File: src/rtl/md_result_reader.sv
// Host-side unloader for MD_Wrapper results: pulses read_ctrl once per particle,
// captures each d_out word on elem_read and forwards it on a valid/ready stream.
module md_result_reader #(
    parameter int DATA_W   = 192,
    parameter int CNT_W    = 11,
    parameter int READ_GAP = 8,
    parameter int TIMEOUT  = 1023
) (
    input  logic              ap_clk,
    input  logic              ap_rst_n,
    input  logic              start,
    input  logic [CNT_W-1:0]  n_particles,
    output logic              read_ctrl,
    input  logic              elem_read,
    input  logic [DATA_W-1:0] d_out,
    output logic [DATA_W-1:0] m_data,
    output logic [CNT_W-1:0]  m_index,
    output logic              m_valid,
    input  logic              m_ready,
    output logic              busy,
    output logic              done,
    output logic              timeout_err
);
    localparam int WAIT_W = $clog2(TIMEOUT + 1);
    localparam int GAP_W  = (READ_GAP > 1) ? $clog2(READ_GAP) : 1;
    localparam logic [WAIT_W-1:0] WAIT_LAST = WAIT_W'(TIMEOUT - 1);
    localparam logic [GAP_W-1:0]  GAP_LAST  = GAP_W'((READ_GAP > 0) ? READ_GAP - 1 : 0);

    typedef enum logic [2:0] {S_IDLE, S_REQ, S_HOLD, S_GAP, S_DONE, S_ERR} state_t;

    state_t            state;
    logic [CNT_W-1:0]  n_lat;
    logic [CNT_W-1:0]  cnt;
    logic [WAIT_W-1:0] wait_cnt;
    logic [GAP_W-1:0]  gap_cnt;

    always_ff @(posedge ap_clk) begin
        if (!ap_rst_n) begin
            state       <= S_IDLE;
            n_lat       <= '0;
            cnt         <= '0;
            wait_cnt    <= '0;
            gap_cnt     <= '0;
            read_ctrl   <= 1'b0;
            m_data      <= '0;
            m_index     <= '0;
            m_valid     <= 1'b0;
            busy        <= 1'b0;
            done        <= 1'b0;
            timeout_err <= 1'b0;
        end else begin
            done <= 1'b0;
            case (state)
                S_IDLE: begin
                    if (start) begin
                        n_lat       <= n_particles;
                        cnt         <= '0;
                        wait_cnt    <= '0;
                        timeout_err <= 1'b0;
                        if (n_particles == '0) begin
                            state <= S_DONE;
                            done  <= 1'b1;
                            busy  <= 1'b0;
                        end else begin
                            state     <= S_REQ;
                            read_ctrl <= 1'b1;
                            busy      <= 1'b1;
                        end
                    end
                end
                S_REQ: begin
                    if (elem_read) begin
                        m_data    <= d_out;
                        m_index   <= cnt;
                        m_valid   <= 1'b1;
                        read_ctrl <= 1'b0;
                        state     <= S_HOLD;
                    end else if (wait_cnt == WAIT_LAST) begin
                        // TIMEOUT cycles of read_ctrl with no answer: give up
                        read_ctrl   <= 1'b0;
                        busy        <= 1'b0;
                        timeout_err <= 1'b1;
                        state       <= S_ERR;
                    end else begin
                        wait_cnt <= wait_cnt + WAIT_W'(1);
                    end
                end
                S_HOLD: begin
                    if (m_ready) begin
                        m_valid <= 1'b0;
                        if (cnt == n_lat - CNT_W'(1)) begin
                            state <= S_DONE;
                            done  <= 1'b1;
                            busy  <= 1'b0;
                        end else begin
                            cnt      <= cnt + CNT_W'(1);
                            wait_cnt <= '0;
                            gap_cnt  <= '0;
                            if (READ_GAP == 0) begin
                                state     <= S_REQ;
                                read_ctrl <= 1'b1;
                            end else begin
                                state <= S_GAP;
                            end
                        end
                    end
                end
                S_GAP: begin
                    if (gap_cnt == GAP_LAST) begin
                        state     <= S_REQ;
                        read_ctrl <= 1'b1;
                    end else begin
                        gap_cnt <= gap_cnt + GAP_W'(1);
                    end
                end
                S_DONE:  state <= S_IDLE;
                S_ERR:   state <= S_IDLE;
                default: state <= S_IDLE;
            endcase
        end
    end
endmodule

File: config.mk
export PLATFORM = sky130hd
export DESIGN_NAME = md_result_reader
export DESIGN_NICKNAME = d
export VERILOG_FILES = /design/src/rtl/md_result_reader.sv
export SDC_FILE = /design/constraint.sdc
export NUM_CORES = 1
export LEC_CHECK = 0
export CORE_MARGIN = 3
export CORE_UTILIZATION = 39
export CTS_BUF_LIST = sky130_fd_sc_hd__clkbuf_8 sky130_fd_sc_hd__clkbuf_16
export DETAILED_ROUTE_END_ITERATION = 6
export PLACE_DENSITY = 0.77
export SLEW_MARGIN = 20
export SYNTH_ARGS = -nofsm -noshare
export SYNTH_HDL_FRONTEND = slang
export SYNTH_SLANG_ARGS = --single-unit
File: constraint.sdc
create_clock -name ap_clk -period 2.75 [get_ports ap_clk]
set_input_delay 0.55 -clock ap_clk [delete_from_list [all_inputs] [get_ports ap_clk]]
set_output_delay 0.55 -clock ap_clk [all_outputs]
set_load 0.01 [all_outputs]
==> impl_metrics.env, run 1 <==
export IMPL_yosysUniqueCellTypes=66
export IMPL_crit_start="n_lat[1]"
export IMPL_hpwl_um=23600
export IMPL_max_freq_mhz=372
export IMPL_gp_congestion=0.856
export IMPL_ys_seq_area_share_pct=48.9
export IMPL_pin_count=416
export IMPL_synth_async_reset_ratio_pct=0
export IMPL_cts_buffer_depth=3
export IMPL_synth_xor_area_share_pct=0.957
export IMPL_syn_nets=1424
export IMPL_mostFrequentLayoutCells="nand2_1, clkdlybuf4s50_1, dfxtp_1"
export IMPL_min_path_type="flop to flop"
export IMPL_ir_drop_mv=0.648
export IMPL_setup_tns_ns=0
export IMPL_layout_commonest_cell="nand2_1"
export IMPL_clockRootBuffer="clkbuf_16"
export IMPL_port_buffer_count=415
export IMPL_routed_via_density=4.95
export IMPL_hold_end="m_data[163]"
export IMPL_core_area_um2=25300
export IMPL_slew_violations=0
export IMPL_initial_core_util_pct=39.9
export IMPL_cp_start_kind="flop"
export IMPL_syn_area_um2=10100
export IMPL_cts_made_buffers=28
export IMPL_fin_nets=1827
export IMPL_synth_compound_area_share_pct=21.4
export IMPL_critPathMaxStageDelay_ns=0.59
export IMPL_drt_initial_drc_count=522
export IMPL_avgSynthCellArea_um2=8.32
export IMPL_synth_main_ff_cell="dfxtp_1"
export IMPL_dr_pass1_iters=4
export IMPL_drive_above_1_share_pct=7.52
export IMPL_instances_no_fill=1965
export IMPL_dp_cells=1909
export IMPL_drcViolationCount=0
export IMPL_rrSetupSlack_ns=0.06
export IMPL_yosysWarnings=0
export IMPL_final_util_pct=62.6
export IMPL_cp_max_fo=7
export IMPL_dieArea_um2=27800
export IMPL_drv_cap=0
export IMPL_cts_tree="yes"
export IMPL_rsz0062_at_grt="true"
export IMPL_skew_ns=0.0210
export IMPL_cp_arrival_ns=3.11
export IMPL_insertion_delay_ns=0.55
export IMPL_period_minus_slack_ns=2.69
export IMPL_ant_nets=0
export IMPL_die_w_um=167
export IMPL_criticalPathCategory="flop to flop"
export IMPL_cp_slowest_cell="or4_4"
export IMPL_overflow=0
export IMPL_ys_seq_elements=246
export IMPL_cp_top_family="simple AND/OR/NAND/NOR gates"
export IMPL_power_density_nw_per_um2=681
export IMPL_hold_viol_final=0
export IMPL_finalCritPeriodShare_pct=97.8
export IMPL_diodes=0
export IMPL_clk_pin_slew_ns=0.06
export IMPL_fp_row_count=58
export IMPL_drt_wirelength_per_cell_um=16.8
export IMPL_p_total_mw=10.8
export IMPL_slew_headroom_pct=53.6
export IMPL_synth_adder_area_share_pct=0.746
export IMPL_grt_pass1_wl_um=51100
export IMPL_worst_slew_pin_slew_ns=0.692
export IMPL_via_count=9722
export IMPL_htree_levels=1
export IMPL_finalWirelength_um=32900
export IMPL_antenna_found_initial=0
export IMPL_reg2reg_depth=9
export IMPL_p_leak_nw=5.56
export IMPL_synth_edff_count=0
export IMPL_r2r_start="n_lat[1]"
export IMPL_grt_max_degree=115
export IMPL_setup_viol=0
export IMPL_synthMuxAreaShare_pct=0.808
export IMPL_grt_usage_pct=22.2
export IMPL_synth_top_family_by_area="simple AND/OR/NAND/NOR gates"
export IMPL_synthSimpleGateAreaFrac_pct=23.5
export IMPL_outcome="finished, final reports clean"
export IMPL_end_kind="flop"
export IMPL_die_h_um=167
export IMPL_area_growth_syn_to_layout_pct=56.9
export IMPL_cts_hold_buffers=0
export IMPL_critical_path_buf_inv_count=2
export IMPL_cts_sinks=246
export IMPL_whs_path_depth=2
export IMPL_r2r_end="wait_cnt[3]"
export IMPL_cp_cell_sequence="buf_4, or4_4, or4_4, o211ai_4, a31oi_4, a2111oi_4, buf_4, or4_1, a21oi_1"
export IMPL_grt_pass1_vias=9572
export IMPL_hp_start="m_data[163]"
export IMPL_cp_required_ns=3.17
export IMPL_syn_inst=1210
cells by family (layout without fill, tap and decap cells):
| logic type | after synthesis | in the layout |
|---|---|---|
| simple gates | 563 | 563 |
| compound gates | 284 | 284 |
| flops | 246 | 246 |
| buf+inv | 92 | 517 |
| xor+xnor | 11 | 11 |
| mux | 8 | 8 |
| fa+ha+maj | 6 | 6 |
worst max path at each step:
stage | end | slack, ns | cells past startpoint
5_1_grt | wait_cnt[8] | -0.03 | 9
4_1_cts | wait_cnt[8] | 0.003 | 10
6_report | wait_cnt[3] | 0.06 | 9
3_5_place_dp | gap_cnt[1] | -0.09 | 8
2_1_floorplan | wait_cnt[5] | 0.04 | 10
3_3_place_gp | wait_cnt[7] | -0.008 | 9
worst reg2reg max path: cells and delay by family, from the launching register on:
kind	cells	cell delay [ns]
DFF	1	0.32
AOI/OAI and AO/OA	4	0.73
and+or+nand+nor	3	1.15
buffers and inverters	2	0.37
routing by layer:
| metal | track usage (%) | up-vias | wire length, um |
|---|---|---|---|
| li1 | - | 4837 | - |
| met1 | 25.6 | 4515 | 13000 |
| met2 | 39.4 | 307 | 16300 |
| met3 | 7.03 | 63 | 2500 |
| met4 | 6.85 | 0 | 1140 |
| met5 | 0 | - | 0 |
synthesized netlist by cell type, types with 2 or more instances:
cell type    n  area [um2]
mux2i_1      7        70.1
and3_1       4        25.0
xor2_1       4        35.0
a211oi_1     3        22.5
nor3_1       6        30.0
clkbuf_1    75         282
o22ai_1      2        12.5
and2_0       2        12.5
inv_1        6        22.5
o31ai_1      7        52.6
xnor2_1      7        61.3
nor4_1       4        25.0
o21ai_0      3        15.0
o21ai_1      3        15.0
or3_1        3        18.8
nand3b_1     2        15.0
o31a_1       3        26.3
o211ai_1     5        37.5
a21oi_1     12        60.1
a2111o_1     6        67.6
buf_1        5        18.8
nor3b_1      4        30.0
o2111ai_1    7        61.3
a22oi_1      3        22.5
nand2b_1     7        43.8
nor2_1      15        56.3
a21boi_0   216        1620
nor2b_1      7        43.8
or4_1        9        67.6
nand4_1      3        18.8
buf_2        3        15.0
and4_1       3        26.3
ha_1         6        75.1
or3b_2       2        17.5
dfxtp_1    246        4920
nand2_1    461        1730
and2_1       2        12.5
nand3_1     15        75.1
or2_2        4        25.0
a31oi_1      2        12.5
state kept, by name (all words and copies together) (netlist names):
name	cells
m_data	192
read_ctrl	1
wait_cnt	10
busy	1
done	1
cnt	11
state	3
m_valid	1
gap_cnt	3
timeout_err	1
n_lat	11
m_index	11
repair_timing:
action | CTS | global route
pin swaps | 0 | 14
endpoints found under the hold margin | 0 | 0
endpoints found under the setup margin | 15 | 27
setup buffers | 0 | 3
resized for setup | 3 | 24
gates cloned | 0 | 1
per-stage QoR:
stage	worst slack, ns	hold WS (ns)	area, um2
6_report	0.0598	0.460	15800
3_5_place_dp	-0.0867	0.454	14700
3_3_place_gp	-0.00770	0.448	14700
4_1_cts	0.00293	0.463	15700
5_1_grt	-0.0310	0.482	15800
2_1_floorplan	0.0408	0.442	10100
where the power goes:
group          switching (mW)  total [mW]  internal [mW]  leakage (nW)
Sequential              0.215        4.14           3.92          2.00
Clock                    1.51        3.77           2.27         0.496
Combinational            1.43        2.84           1.40          3.06
Total                    3.16        10.8           7.59          5.56
layout make-up:
cell class | instances | area [um2]
Clock buffer | 33 | 769
Timing Repair Buffer | 459 | 4610
Clock inverter | 19 | 178
Tap cell | 330 | 413
Multi-Input combinational cell | 872 | 4880
Sequential cell | 246 | 4930
Inverter | 6 | 22.5
Fill cell | 2143 | 9460
Power figures use the tool's default switching activity.
==> inputs of run 2 (changes only) <==
--- a/config.mk
+++ b/config.mk
@@ -5,9 +5,11 @@
 export SDC_FILE = /design/constraint.sdc
 export NUM_CORES = 1
 export LEC_CHECK = 0
+export CAP_MARGIN = 20
 export CORE_MARGIN = 3
 export CORE_UTILIZATION = 39
 export CTS_BUF_LIST = sky130_fd_sc_hd__clkbuf_8 sky130_fd_sc_hd__clkbuf_16
+export CTS_CLUSTER_DIAMETER = 80
 export DETAILED_ROUTE_END_ITERATION = 6
 export PLACE_DENSITY = 0.77
 export SLEW_MARGIN = 20
==> results of run 2 <==
No change in the layout: final DEF, timing and power equal those of run 1.
